$ cat src/rtl/conv_window_gen.sv
`default_nettype none
// ============================================================================
// conv_window_gen : streaming 3x3 sliding-window generator feeding the conv ALU.
// Define CONV_WIN_STRIDE2_EN to emit only even-aligned windows (stride 2).
// Revision: 1.0
// ============================================================================
module conv_window_gen #(
  parameter  int N    = 8,
  parameter  int IMG  = 28,
  localparam int FOUT = 9 * N,
  localparam int CW   = $clog2(IMG)
) (
  input  logic            clock,
  input  logic            reset,
  input  logic [N-1:0]    in_pixel,
  input  logic            in_valid,
  output logic            in_ready,
  output logic [FOUT-1:0] win_out,
  output logic            out_valid,
  input  logic            out_ready,
  output logic [CW-1:0]   out_row,
  output logic [CW-1:0]   out_col,
  output logic            frame_done
);

  localparam logic [CW-1:0] C_LAST = CW'(IMG - 1);
  localparam logic [CW-1:0] C_TWO  = CW'(2);
  localparam logic [CW-1:0] C_ONE  = CW'(1);

  logic [CW-1:0]   row_q, row_d;
  logic [CW-1:0]   col_q, col_d;
  logic            frame_done_q, frame_done_d;
  logic            out_valid_q, out_valid_d;
  logic [FOUT-1:0] win_out_q, win_out_d;
  logic [CW-1:0]   out_row_q, out_row_d;
  logic [CW-1:0]   out_col_q, out_col_d;

  logic [N-1:0]    lb0_q [IMG];
  logic [N-1:0]    lb0_d [IMG];
  logic [N-1:0]    lb1_q [IMG];
  logic [N-1:0]    lb1_d [IMG];
  logic [N-1:0]    win_q [9];
  logic [N-1:0]    win_d [9];

  logic            accept;
  logic            emit;

  assign in_ready   = !reset && (!out_valid_q || out_ready);
  assign accept     = in_valid && in_ready;
  assign win_out    = win_out_q;
  assign out_valid  = out_valid_q;
  assign out_row    = out_row_q;
  assign out_col    = out_col_q;
  assign frame_done = frame_done_q;

  always_comb begin
    row_d        = row_q;
    col_d        = col_q;
    frame_done_d = 1'b0;
    if (accept) begin
      if (col_q == C_LAST) begin
        col_d = '0;
        if (row_q == C_LAST) begin
          row_d        = '0;
          frame_done_d = 1'b1;
        end else begin
          row_d = row_q + C_ONE;
        end
      end else begin
        col_d = col_q + C_ONE;
      end
    end
  end

  // Row 0 of the window comes from the older line buffer, row 2 is the live pixel.
  always_comb begin
    lb0_d = lb0_q;
    lb1_d = lb1_q;
    win_d = win_q;
    if (accept) begin
      lb0_d[col_q] = in_pixel;
      lb1_d[col_q] = lb0_q[col_q];
      for (int r = 0; r < 3; r++) begin
        win_d[r*3]     = win_q[r*3 + 1];
        win_d[r*3 + 1] = win_q[r*3 + 2];
      end
      win_d[2] = lb1_q[col_q];
      win_d[5] = lb0_q[col_q];
      win_d[8] = in_pixel;
    end
  end

  always_comb begin
    emit = accept && (row_q >= C_TWO) && (col_q >= C_TWO);
`ifdef CONV_WIN_STRIDE2_EN
    // (row-2) and (col-2) are even exactly when row and col are even.
    emit = emit && !row_q[0] && !col_q[0];
`endif
  end

  always_comb begin
    out_valid_d = out_valid_q;
    win_out_d   = win_out_q;
    out_row_d   = out_row_q;
    out_col_d   = out_col_q;
    if (emit) begin
      out_valid_d = 1'b1;
      for (int k = 0; k < 9; k++) begin
        win_out_d[k*N +: N] = win_d[k];
      end
      out_row_d = row_q - C_TWO;
      out_col_d = col_q - C_TWO;
    end else if (out_ready) begin
      out_valid_d = 1'b0;
    end
  end

  always_ff @(posedge clock) begin
    if (reset) begin
      row_q        <= '0;
      col_q        <= '0;
      frame_done_q <= 1'b0;
      out_valid_q  <= 1'b0;
      win_out_q    <= '0;
      out_row_q    <= '0;
      out_col_q    <= '0;
    end else begin
      row_q        <= row_d;
      col_q        <= col_d;
      frame_done_q <= frame_done_d;
      out_valid_q  <= out_valid_d;
      win_out_q    <= win_out_d;
      out_row_q    <= out_row_d;
      out_col_q    <= out_col_d;
    end
  end

  // Storage is always overwritten within a frame before it reaches an output.
  always_ff @(posedge clock) begin
    lb0_q <= lb0_d;
    lb1_q <= lb1_d;
    win_q <= win_d;
  end

endmodule
`default_nettype wire
$ cat config.mk
export PLATFORM = sky130hd
export DESIGN_NAME = conv_window_gen
export DESIGN_NICKNAME = d
export VERILOG_FILES = /design/src/rtl/conv_window_gen.sv
export SDC_FILE = /design/constraint.sdc
export NUM_CORES = 1
export LEC_CHECK = 0
export BUFFER_PORTS_ARGS = -buffer_cell sky130_fd_sc_hd__buf_2
export CORE_MARGIN = 2
export CORE_UTILIZATION = 50
export DETAILED_ROUTE_END_ITERATION = 8
export PLACE_DENSITY_LB_ADDON = 0.05
export SETUP_SLACK_MARGIN = 0.15
export SLEW_MARGIN = 30
export SYNTH_ARGS = -nofsm -noshare
export SYNTH_HDL_FRONTEND = slang
export SYNTH_SLANG_ARGS = --single-unit
$ cat constraint.sdc
create_clock -name clock -period 3.6 [get_ports clock]
set_clock_uncertainty 0.05 [all_clocks]
set_input_delay 0.18 -clock clock [delete_from_list [all_inputs] [get_ports clock]]
set_output_delay 0.18 -clock clock [all_outputs]
set_load 0.02 [all_outputs]
# After elaboration in Yosys (flattened, before gate mapping)

Cells that the tools add are included.
W data, S select, Z words.

Logic and storage cells: 112
Flip-flop bits (word level): 614
Input bits: 12

Bitwise operators: 3
Mux-type cells: 16
Add/subtract/negate cells: 4
$lt $le $gt $ge: 4
Reduce and logical (&&, ||, !) cells: 11
Equality and inequality tests: 2

Operators with widths:

| cell                  | count |
|---|---|
| $bwmux W224           | 2 |
| $bmux W8 S5           | 2 |
| $mux W72              | 1 |
| $demux W8 S5          | 1 |
| $mux W8               | 5 |
| $add A5 B1 Y5 const B | 2 |
| $eq A5 B5 Y1 const B  | 2 |
| $ge A5 B2 Y1 const B  | 2 |
| $mux W5               | 2 |
| $sub A5 B2 Y5 const B | 2 |
| $ge A6 B6 Y1 const B  | 1 |
| $lt A6 B1 Y1 const B  | 1 |
| $not A5 Y6            | 1 |
| $logic_and A1 B1 Y1   | 5 |
| $mux W1               | 3 |
| $reduce_or A3 Y1      | 1 |
| $logic_not A1 Y1      | 2 |
| $not A1 Y1            | 2 |
| $reduce_and A2 Y1     | 1 |
| $reduce_bool A2 Y1    | 1 |
| $logic_or A1 B1 Y1    | 1 |

# Logic depth before layout (Yosys ltp)

Depth in word-level cells: 7
Gate-level depth with buffers: 12

# Worst setup path after synthesis

Ideal clock, no wire load.

Path type: register to register
Start point: register col_q[0]
End point: register lb1_q[0] (netlist name) (data pin)
Clock period less this slack: 2.707 ns
Stages on the path, launching flop included: 8
Data arrival time: 2.279 ns
Slack: 0.893 ns
Path through: dfxtp_1 > buf_6 > buf_6 > buf_6 > clkinv_1 > nor4_1 > nor4_1 > a22oi_1

Longest elaborated chain between the ends: 6
Elaborated cells on any way between the ends: 10
Classes of those cells: 2 x order compare; 6 x mux; 1 x bitwise; 1 x reduce/logical

Ends and longest elaborated chain:

| item                                                                      | line | RTL |
|---|---|---|
| start, declared                                                           | 31   | `logic [CW-1:0] col_q, col_d;` |
| start signal, assigned                                                    | 129  | `col_q <= col_d;` |
| $not A5 Y6 (implied by the code) *                                        | 82   | `lb1_d[col_q] = lb0_q[col_q];` |
| $ge A6 B6 Y1 (implied by the code) / $lt A6 B1 Y1 (equally long branches) | 82   |  |
| $logic_and A1 B1 Y1 (implied by the code)                                 | 82   |  |
| $mux W8 (implied by the code)                                             | 82   |  |
| $demux W8 S5                                                              | 82   |  |
| $bwmux W224 *                                                             | 82   |  |
| end signal, assigned                                                      | 141  | `lb1_q <= lb1_d;` |
| end, declared                                                             | 40   | `logic [N-1:0] lb1_q [IMG];` |

Every way passes the cells marked *; elsewhere a longest branch is shown, timed or not. The select of a mux whose other input is x is not followed.
A chain may end at the register's enable or synchronous reset.

==> flow_summary.yaml <==
outcome:
  run_status: "finished, final reports clean"
route:
  drtIter0Drc: 1216
  drt_first_pass_iters: 5
  drc_errors: 0
  finalWirelength_um: 58800
  ant_nets: 0
  wl_per_cell_um: 26.3
  via_per_inst: 5.79
  num_vias: 12900
critical_path:
  path_buf_inv: 1
  start_kind: "flip-flop"
  crit_required_ps: 4050
  r2r_cells: 5
  timing.rr.start: "col_q[1]"
  r2r_end: "win_q[26]"
  cp_data_arrival_time_ps: 3570
  critPathSlowestCell: "dfxtp_4"
  crit_type: "flip-flop to flip-flop"
  crit_path_end_kind: "flip-flop"
  cp_max_fo: 33
  max_stage_delay_ps: 720
  path_delay_family: "multiplexers"
  critPathLaunch: "col_q[1]"
  crit_path_cell_trace: "buf_12 -> mux4_2 -> a221oi_2 -> nand3_2 -> mux2_2"
  r2r_slack_ps: 480
yosys:
  yosysSeqAreaShare_pct: 72.5
  avgSynthCellArea_um2: 16.3
  synth_top_cell_area_share_pct: 58.1
  synth_cell_types: 54
  synthFlopType: "edfxtp_1"
  yosys.area.top_type: "edfxtp_1"
  synthTopCellsByArea: "edfxtp_1 (58%), dfxtp_1 (14%), mux4_2 (7.2%), mux2i_1 (3.6%), mux2_2 (3.2%)"
  synthesis.area_um2: 23100
  synth_edf_count: 448
  synthCells: 1420
  ys_ff_latch: 614
  yosys_warnings: 0
  async_flop_share_pct: 0
  synth_nets: 1442
placed_design:
  place_congestion: 0.845
  dpl.cell_count: 2121
  place_area_um2: 24900
  port_buffers: 96
  post-dp-hpwl_um: 37300
floorplan:
  die_w_um: 219
  start_util_pct: 50.8
  num_rows: 78
  die_h_um: 219
  dieArea_um2: 48000
  coreArea_um2: 45600
  ios: 97
final_layout:
  num-fill-cells: 3518
  final_common_cell: "edfxtp_1"
  multiInputGateArea_um2: 6010
  layout-drive-gt1-share_pct: 27.8
  fin_util_pct: 58.7
  antenna_cells: 0
  design_area_um2: 26700
  fin_cells: 2235
  seqCellArea_um2: 16800
  final_cell_mix: "edfxtp_1 (448), dfxtp_1 (162), nand2_1 (138)"
  syn_to_final_growth_pct: 15.5
  final_nets: 1606
grt:
  grt_max_degree: 86
  grt_pass1_wl_um: 85700
  gr-total-overflow: 0
  antenna_found_initial: 1
  grt_pass1_vias: 12800
  grt_usage_pct: 24.9
clock_network:
  clockBufferDepth: 3
  cts_made_buffers: 60
  cts_max_level: 2
  worstSkewPairLatency_ps: 620
  clock_sinks: 614
  cts.clk_slew.worst_paths_ps: 60
  root_buffer: "clkbuf_16"
  cts_tree: "done"
min_path:
  holdPathEnd: "lb0_q[116]"
  hp-class: "input port to flip-flop"
  whs_path_depth: 1
  hp-start: "in_pixel[4]"
timing:
  rsz0062_at_grt: "no"
  worst_pin_slew_ps: 939
  setup_viol: 0
  fin_setup_tns_ps: 0
  period_share_pct: 86.6
  fin_crit_ps: 3120
  max_freq_ghz: 0.321
  relSlewSlack_pct: 37.4
  report.final.slew_viol_count: 0
  finalHoldViolations: 0
flow_run:
  drv_cap: 0
power:
  max-vdd-ir-drop_v: 0.000479
  finalPower_uw: 14700
  power_density_nw_per_um2: 549
  power.leakage_uw: 0.00897
-- cells by family after synthesis --
family          after synthesis  share of synthesized area (%)
flops                       614                           72.5
compound gates              183                           5.03
mux                         223                           14.0
buf+inv                      93                           2.06
simple gates                291                           5.67
xor+xnor                      6                          0.227
fa+ha+maj                    10                          0.541
-- worst max-delay path by stage --
stage | depth (start not counted) | slack [ps] | to
finish | 5 | 480 | win_q[26]
global route | 8 | 330 | win_q[24]
CTS | 6 | 490 | win_out[23]
detailed placement | 6 | 490 | win_out[23]
global placement | 7 | 490 | win_q[24]
floorplan | 7 | 890 | lb1_q[0]
-- metal layers --
layer	vias up	routed length [um]	track usage, %	share of wire, %
met1	6652	25200	35.6	43
met2	414	28300	39.8	48
met4	2	1500	7.68	2.6
li1	5783	-	-	-
met3	97	3820	3.85	6.5
met5	-	11	0	0.019
-- layout make-up --
type | count | area share, %
inverters | 7 | 0.0983
repair buffers | 188 | 4.95
well taps | 600 | 2.81
multi-input cells | 713 | 22.5
clock buffers | 100 | 6.59
flip-flops and latches | 614 | 62.8
clock inverters | 13 | 0.290
-- synth_stat cells, types with 13 or more instances --
| cell type | n |
|---|---|
| mux2i_1 | 83 |
| o21ai_0 | 13 |
| nand2_1 | 138 |
| mux2_2 | 66 |
| mux4_2 | 74 |
| dfxtp_1 | 166 |
| a21oi_1 | 85 |
| a211oi_1 | 13 |
| nor2_1 | 61 |
| edfxtp_1 | 448 |
| nand3_1 | 26 |
| buf_2 | 28 |
| clkbuf_1 | 38 |
| a22oi_1 | 38 |
-- sequential cells by signal, summed over array words and instances (netlist names) --
signal and flops:
out_col 5, out_row 5, lb1_q 224, lb0_q 224
out_valid 1, row_q 5, frame_done 1, col_q 5
win_out 72, win_q 72
-- worst register-to-register path: stages (launching register included) --
cell	delay, ps
dfxtp_4	720
buf_12	360
mux4_2	380
a221oi_2	410
nand3_2	570
mux2_2	520
-- where the power goes --
part / internal (uW) / switching, uW / leakage (uW) / total (uW)
sequential: 7870 / 111 / 0.00540 / 7980
combinational: 356 / 440 / 0.00267 / 797
clock: 3320 / 2580 / 0.000904 / 5890
total: 11500 / 3130 / 0.00897 / 14700
-- timing repair --
| item | 4_1_cts | 5_1_grt |
|---|---|---|
| endpoints found under the hold margin | 1 | 0 |
| buffers inserted | 0 | 0 |
| resized for setup | 0 | 0 |
| setup endpoints to repair | 0 | 0 |
| hold buffers | 1 | 0 |
-- stage by stage --
stage / hold WS [ps] / setup WS, ps
floorplan: 229 / 893
global placement: 388 / 489
detailed placement: 394 / 492
CTS: 9.32 / 492
global route: 33.7 / 330
finish: 27.8 / 482
No activity file was read; power rests on OpenSTA's default activity.
